$ cat src/rtl/fifo_ptr_ctrl_if.sv
// Handshake and status bundle between a FIFO pointer controller and its user.
// The controller owns the slave side; the requester/observer owns the master side.
interface fifo_ptr_ctrl_if #(
   parameter int ADDR_WIDTH = 2,
   parameter int CNT_WIDTH  = 3
);
   logic                  push;
   logic                  pop;
   logic                  clear;
   logic                  err_clr;
   logic                  write_en;
   logic                  read_en;
   logic [ADDR_WIDTH-1:0] write_addr;
   logic [ADDR_WIDTH-1:0] read_addr;
   logic [CNT_WIDTH-1:0]  count;
   logic                  full;
   logic                  empty;
   logic                  almost_full;
   logic                  almost_empty;
   logic                  overflow;
   logic                  underflow;

   modport master (
      output push, pop, clear, err_clr,
      input  write_en, read_en, write_addr, read_addr, count,
      input  full, empty, almost_full, almost_empty, overflow, underflow
   );

   modport slave (
      input  push, pop, clear, err_clr,
      output write_en, read_en, write_addr, read_addr, count,
      output full, empty, almost_full, almost_empty, overflow, underflow
   );
endinterface

$ cat src/rtl/fifo_ptr_ctrl.sv
// Pointer, occupancy and status controller for a FIFO built on an external dual-port RAM.
// Depth need not be a power of two; pointers wrap explicitly at MEM_DEPTH-1.
module fifo_ptr_ctrl #(
   parameter int MEM_DEPTH  = 4,
   parameter int ADDR_WIDTH = $clog2(MEM_DEPTH),
   parameter int CNT_WIDTH  = $clog2(MEM_DEPTH + 1),
   parameter int AF_LEVEL   = MEM_DEPTH - 1,
   parameter int AE_LEVEL   = 1
) (
   input logic           clk,
   input logic           reset,
   fifo_ptr_ctrl_if.slave bus
);

   localparam logic [ADDR_WIDTH-1:0] LAST_ADDR = ADDR_WIDTH'(MEM_DEPTH - 1);
   localparam logic [CNT_WIDTH-1:0]  DEPTH_CNT = CNT_WIDTH'(MEM_DEPTH);
   localparam logic [CNT_WIDTH-1:0]  AF_CNT    = CNT_WIDTH'(AF_LEVEL);
   localparam logic [CNT_WIDTH-1:0]  AE_CNT    = CNT_WIDTH'(AE_LEVEL);

   logic [ADDR_WIDTH-1:0] write_addr_nxt, read_addr_nxt;
   logic [CNT_WIDTH-1:0]  count_nxt;
   logic                  overflow_nxt, underflow_nxt;

   // Requests are ignored during reset and flush; rejection uses the registered flags.
   assign bus.write_en = bus.push & ~bus.full  & ~bus.clear & ~reset;
   assign bus.read_en  = bus.pop  & ~bus.empty & ~bus.clear & ~reset;

   // NOTE: every always_comb output gets a default first, so no path can infer a latch.
   always_comb begin
      write_addr_nxt = bus.write_addr;
      read_addr_nxt  = bus.read_addr;
      count_nxt      = bus.count;
      overflow_nxt   = bus.overflow & ~bus.err_clr;
      underflow_nxt  = bus.underflow & ~bus.err_clr;

      if (bus.clear) begin
         write_addr_nxt = '0;
         read_addr_nxt  = '0;
         count_nxt      = '0;
      end else begin
         if (bus.write_en)
            write_addr_nxt = (bus.write_addr == LAST_ADDR) ? '0 : bus.write_addr + ADDR_WIDTH'(1);
         if (bus.read_en)
            read_addr_nxt = (bus.read_addr == LAST_ADDR) ? '0 : bus.read_addr + ADDR_WIDTH'(1);
         if (bus.write_en && !bus.read_en)
            count_nxt = bus.count + CNT_WIDTH'(1);
         else if (bus.read_en && !bus.write_en)
            count_nxt = bus.count - CNT_WIDTH'(1);
         // A new error event outranks err_clr in the same cycle.
         if (bus.push && bus.full)
            overflow_nxt = 1'b1;
         if (bus.pop && bus.empty)
            underflow_nxt = 1'b1;
      end
   end

   // NOTE: sequential state uses non-blocking assignments so all registers update together.
   always_ff @(posedge clk) begin
      if (reset) begin
         bus.write_addr   <= '0;
         bus.read_addr    <= '0;
         bus.count        <= '0;
         bus.full         <= 1'b0;
         bus.empty        <= 1'b1;
         bus.almost_full  <= 1'b0;
         bus.almost_empty <= 1'b1;
         bus.overflow     <= 1'b0;
         bus.underflow    <= 1'b0;
      end else begin
         bus.write_addr   <= write_addr_nxt;
         bus.read_addr    <= read_addr_nxt;
         bus.count        <= count_nxt;
         bus.full         <= (count_nxt == DEPTH_CNT);
         bus.empty        <= (count_nxt == '0);
         bus.almost_full  <= (count_nxt >= AF_CNT);
         bus.almost_empty <= (count_nxt <= AE_CNT);
         bus.overflow     <= overflow_nxt;
         bus.underflow    <= underflow_nxt;
      end
   end

endmodule

$ cat src/flat_wrapper.sv
// flat-port wrapper written by rule: the top's interface ports become plain ports
module fifo_ptr_ctrl_flat 
#(
   parameter int MEM_DEPTH  = 4,
   parameter int ADDR_WIDTH = $clog2(MEM_DEPTH),
   parameter int CNT_WIDTH  = $clog2(MEM_DEPTH + 1),
   parameter int AF_LEVEL   = MEM_DEPTH - 1,
   parameter int AE_LEVEL   = 1
)
  (clk, reset, bus_push, bus_pop, bus_clear, bus_err_clr, bus_write_en, bus_read_en, bus_write_addr, bus_read_addr, bus_count, bus_full, bus_empty, bus_almost_full, bus_almost_empty, bus_overflow, bus_underflow);
  fifo_ptr_ctrl_if #(.ADDR_WIDTH(ADDR_WIDTH), .CNT_WIDTH(CNT_WIDTH)) bus_i ();
  input logic clk;
  input logic reset;
  input wire logic [$bits(bus_i.push)-1:0] bus_push;
  input wire logic [$bits(bus_i.pop)-1:0] bus_pop;
  input wire logic [$bits(bus_i.clear)-1:0] bus_clear;
  input wire logic [$bits(bus_i.err_clr)-1:0] bus_err_clr;
  output wire logic [$bits(bus_i.write_en)-1:0] bus_write_en;
  output wire logic [$bits(bus_i.read_en)-1:0] bus_read_en;
  output wire logic [$bits(bus_i.write_addr)-1:0] bus_write_addr;
  output wire logic [$bits(bus_i.read_addr)-1:0] bus_read_addr;
  output wire logic [$bits(bus_i.count)-1:0] bus_count;
  output wire logic [$bits(bus_i.full)-1:0] bus_full;
  output wire logic [$bits(bus_i.empty)-1:0] bus_empty;
  output wire logic [$bits(bus_i.almost_full)-1:0] bus_almost_full;
  output wire logic [$bits(bus_i.almost_empty)-1:0] bus_almost_empty;
  output wire logic [$bits(bus_i.overflow)-1:0] bus_overflow;
  output wire logic [$bits(bus_i.underflow)-1:0] bus_underflow;
  assign bus_i.push = bus_push;
  assign bus_i.pop = bus_pop;
  assign bus_i.clear = bus_clear;
  assign bus_i.err_clr = bus_err_clr;
  assign bus_write_en = bus_i.write_en;
  assign bus_read_en = bus_i.read_en;
  assign bus_write_addr = bus_i.write_addr;
  assign bus_read_addr = bus_i.read_addr;
  assign bus_count = bus_i.count;
  assign bus_full = bus_i.full;
  assign bus_empty = bus_i.empty;
  assign bus_almost_full = bus_i.almost_full;
  assign bus_almost_empty = bus_i.almost_empty;
  assign bus_overflow = bus_i.overflow;
  assign bus_underflow = bus_i.underflow;
  fifo_ptr_ctrl #(.MEM_DEPTH(MEM_DEPTH), .ADDR_WIDTH(ADDR_WIDTH), .CNT_WIDTH(CNT_WIDTH), .AF_LEVEL(AF_LEVEL), .AE_LEVEL(AE_LEVEL)) u_core (.clk(clk), .reset(reset), .bus(bus_i));
endmodule
$ cat config.mk
export PLATFORM = sky130hd
export DESIGN_NAME = fifo_ptr_ctrl_flat
export DESIGN_NICKNAME = d
export VERILOG_FILES = /design/src/rtl/fifo_ptr_ctrl_if.sv /design/src/rtl/fifo_ptr_ctrl.sv /design/src/flat_wrapper.sv
export SDC_FILE = /design/constraint.sdc
export NUM_CORES = 1
export LEC_CHECK = 0
export CAP_MARGIN = 20
export CORE_UTILIZATION = 30
export DETAILED_ROUTE_END_ITERATION = 10
export SETUP_SLACK_MARGIN = 0.2
export SYNTH_ARGS = -nofsm -noshare
export SYNTH_HDL_FRONTEND = slang
export SYNTH_SLANG_ARGS = --single-unit
$ cat constraint.sdc
create_clock -name clk -period 1.65 [get_ports clk]
set_input_delay 0.165 -clock clk [delete_from_list [all_inputs] [get_ports clk]]
set_output_delay 0.165 -clock clk [all_outputs]
set_load 0.1 [all_outputs]
; ---- After elaboration in Yosys (flattened, before gate mapping)
; Index checks and enable logic that the tools add are counted.
[totals]
ff_bits = 13
latch_bits = 0
ram_bits = 0
romBits = 0
input_bits = 6
n_memories = 0
[op_classes]
addsub = 4
multipliers = 0
div = 0
magnitude_cmp = 2
n_eq_ne = 3
shift = 0
n_mux = 9
n_bitwise = 13
n_reduce_logical = 8
[op_table]
columns = op, count
row1 = 3-bit 2-to-1 mux, 3
row2 = 1-bit AND, 8
row3 = 1-bit NOT, 5
row4 = "2-bit by 1-bit adder with 2-bit output, second input constant", 2
row5 = "2-bit == test, second input constant", 2
row6 = 1-bit logical AND, 4
row7 = 1-bit 2-to-1 mux, 4
row8 = 2-bit 2-to-1 mux, 2
row9 = "3-bit by 1-bit adder with 3-bit output, second input constant", 1
row10 = "3-bit == test, second input constant", 1
row11 = "3-bit by 2-bit >= comparator with 1-bit output, second input constant", 1
row12 = "3-bit by 1-bit less-or-equal comparator with 1-bit output, second input constant", 1
row13 = 3-bit logical NOT, 1
row14 = "3-bit by 1-bit subtractor with 3-bit output, second input constant", 1
row15 = 1-bit logical NOT, 2
row16 = 2-bit OR reduction, 1

; ---- Longest topological paths before layout
[logic_depth]
word_depth = 10
mapped_depth = 6
ltp_nobuf = 6

; ---- Least setup slack after synthesis
; Ideal clock, no wire load.
[synth_timing]
path_type = register -> output
start = register u_core.bus.full
end = output bus_write_en
arrival_ps = 2368
path_slack_ps = -883
stages_incl_launch_ff = 3
cell_sequence = dfxtp_1 -> or2b_4 -> nor2_1
[synth_via]
elab_chain_len = 4
[synth_lines]
columns = element, line
row1 = start: declaration, fifo_ptr_ctrl_if.sv:32  ; output full, empty, almost_full, almost_empty, overflow, underflow
row2 = start signal: assignment, fifo_ptr_ctrl.sv:73  ; bus.full <= (count_nxt == DEPTH_CNT);
row3 = 1-bit NOT, fifo_ptr_ctrl.sv:25  ; assign bus.write_en = bus.push & ~bus.full & ~bus.clear & ~reset;
row4 = 1-bit AND (3 in a row), fifo_ptr_ctrl.sv:25
row5 = end: declaration, flat_wrapper.sv:18  ; output wire logic [$bits(bus_i.write_en)-1:0] bus_write_en;
; Every way passes these cells.

; ---- Worst setup path after layout
; Ends and elaborated chain as after synthesis.

==> run_results.csv <==
group,metric,value,unit
clock_tree,clk_pin_slew,0.08,ns
clock_tree,h-tree-depth,1,
logic_synthesis,syn_avg_cell_area,9.48,sq um
clock_tree,cts_buffers,3,
placed_design,routabilityCongestion,0.790,
global_route,grt_pass1_vias,606,
sta,finalCriticalPeriod,1.47,ns
power_and_ir_drop,peakVddDrop,0.554,mV
clock_tree,cts_root_buffer,"clkbuf_4",
placed_design,pre_cts_ws,-0.135,ns
logic_synthesis,ys_top_cells_by_count,"13 x dfxtp_1, 7 x a21oi_1, 5 x nor2_1",
route,drc,0,
final_layout,fillCellCount,187,
global_route,antenna_found_initial,0,
logic_synthesis,synthesis.area,626,sq um
sta,fmax,679,MHz
run,drv_cap,0,
setup_path,cp_cell_sequence,"or2b_4, buf_6, nor2_4, buf_12",
sta,setup_slack,0.177,ns
route,wl,1.57,mm
status,status,"finished clean",
route,avgViaCountPerCell,4.59,
clock_tree,cts_sinks,13,
logic_synthesis,synth_area_leaders,"dfxtp_1 42%, ha_1 8.0%, a21oi_1 5.6%",
setup_path,required,1.48,ns
placed_design,placedCellCount,122,
power_and_ir_drop,cellPowerDensity,735,mW/mm^2
route,drt_iter0_markers,12,
route,drtPass1Iterations,4,
die,core_area,0.00196,sq mm
logic_synthesis,ys_seq_area_frac,0.416,
sta,hold_ws,0.328,ns
logic_synthesis,async_reset_ff_frac,0,
sta,worst_pin_slew,0.277,ns
logic_synthesis,syn_inst,66,
die,core.rowCount,16,
logic_synthesis,ys_ff_latch,13,
logic_synthesis,ys_types,27,
route,ant_nets,0,
final_layout,final_cell_count_no_fill,137,
logic_synthesis,synth_top_area_frac,0.416,
setup_path,critPathCaptureType,"output port",
clock_tree,insertion_delay,0.28,ns
final_layout,layout-drive-gt1-share,0.582,
logic_synthesis,syn-num-nets,76,
setup_path,crit_type,"reg -> out",
die,die_x,47.7,microns
global_route,track_usage,0.168,
logic_synthesis,synth_top_area_cell,"dfxtp_1",
final_layout,n_antenna_cell,0,
clock_tree,cts_tree,"done",
final_layout,nets,121,
logic_synthesis,ys_warn_count,0,
die,start_util,0.319,
sta,rsz0062_at_grt,"yes",
sta,hold_viol,0,
worst_hold_path,hold_path.class,"in -> reg",
sta,final.period_utilization,0.893,
clock_tree,cts.path.max_buffers,2,
final_layout,areaGrowthSynthToFinish,98.0,%
route,vias,629,
sta,setup_violations,0,
global_route,grt-ovfl-total,0,
die,die_h,47.7,microns
setup_path,cp_max_fo,4,
sta,slew_headroom,0.817,
placed_design,hpwl,1.12,mm
setup_path,worst_setup_path_start_kind,"flip-flop",
logic_synthesis,synth_edf_count,0,
logic_synthesis,ys.flop_type,"dfxtp_1",
setup_path,crit_path_top_delay_cell,"dfxtp_4",
setup_path,critPathMaxStageDelay,0.36,ns
die,ios,21,
logic_synthesis,synth.most_common_cell,"dfxtp_1",
power_and_ir_drop,leakagePower,0.521,nW
clock_tree,hold_buffers,0,
global_route,grt_pass1_wl,2.62,mm
global_route,grt_max_degree,8,
power_and_ir_drop,finalPower,0.000911,W
die,dieArea,0.00227,sq mm
sta,clock_skew,0.00704,ns
route,wire_per_inst,11.4,microns
sta,final_max_slew_viol_count,0,
setup_path,cp_data_arrival_time,1.31,ns
placed_design,io_buffers,20,
## stage by stage
stage / setup TNS (ns) / util / instance area (sq um)
floorplan: -0.0316 / - / 674
global placement: -0.329 / 0.563 / 1100
detailed placement: -0.384 / 0.563 / 1100
CTS: 0 / 0.617 / 1210
global route: 0 / 0.631 / 1240
finish: 0 / 0.631 / 1240
## layout by cell type, fill, tap and decap left out, types with 3 or more instances in the layout
cell type / count
a21oi_1: 6
buf_12: 13
buf_4: 20
buf_6: 3
clkbuf_4: 3
dfxtp_1: 4
dfxtp_2: 5
dfxtp_4: 4
dlygate4sd2_1: 3
ha_1: 3
nand2_1: 4
nor2_1: 3
## layout make-up
type | instances | area [sq um] | area share
clock buffer | 4 | 26.3 | 0.0212
timing repair buffer | 41 | 490 | 0.396
sequential | 13 | 282 | 0.227
tap | 27 | 33.8 | 0.0273
inverter | 2 | 10.0 | 0.00808
multi-input combinational | 50 | 397 | 0.320
## worst paths after layout
path	end	cells past startpoint	slack, ns	start
max	bus_write_en	4	0.18	u_core.bus.full$_SDFF_PP0_
min	u_core.bus.overflow$_SDFF_PP0_	3	0.33	bus_push
max reg2reg	u_core.bus.full$_SDFF_PP0_	5	0.18	u_core.bus.count[1]$_SDFF_PP0_
min reg2reg	u_core.bus.write_addr[1]$_SDFFE_PP0P_	2	0.49	u_core.bus.write_addr[1]$_SDFFE_PP0P_
## power by group
part | internal, W | switching, W
clock | 0.0000938 | 0.000109
sequential | 0.000328 | 0.0000147
combinational | 0.000159 | 0.000206
## state kept, by name, summed over array words and instances, names as in the netlist
name	cells
u_core.bus.count	3
u_core.bus.almost_empty	1
u_core.bus.empty	1
u_core.bus.underflow	1
u_core.bus.write_addr	2
u_core.bus.overflow	1
u_core.bus.full	1
u_core.bus.read_addr	2
u_core.bus.almost_full	1
## worst max-delay path, delay by kind of cell (launching register included)
| family | cells | cell delay [ns] |
|---|---|---|
| buf+inv | 2 | 0.31 |
| simple gates | 2 | 0.36 |
| flops | 1 | 0.36 |
## layer usage
layer / vias to the layer above / share of wire / global-route usage
li1: 320 / - / -
met1: 288 / 0.40 / 0.193
met2: 16 / 0.55 / 0.288
met3: 5 / 0.036 / 0.0415
met4: 0 / 0.019 / 0.0889
met5: - / 0 / 0
## cell families after synthesis
group / share of synthesized area
xor gates and xnor gates: 0.0280
DFF: 0.416
and+or+nand+nor: 0.302
adders and majority gates: 0.0800
AOI/OAI and AO/OA: 0.154
buffers and inverters: 0.0200
## what timing repair did
action / in CTS / in global routing
gates resized for setup: 6 / 6
pin swaps: 4 / 2
setup buffers: 10 / 1
setup endpoints to repair: 5 / 6
Note: power is estimated with default switching activity, not from simulation.
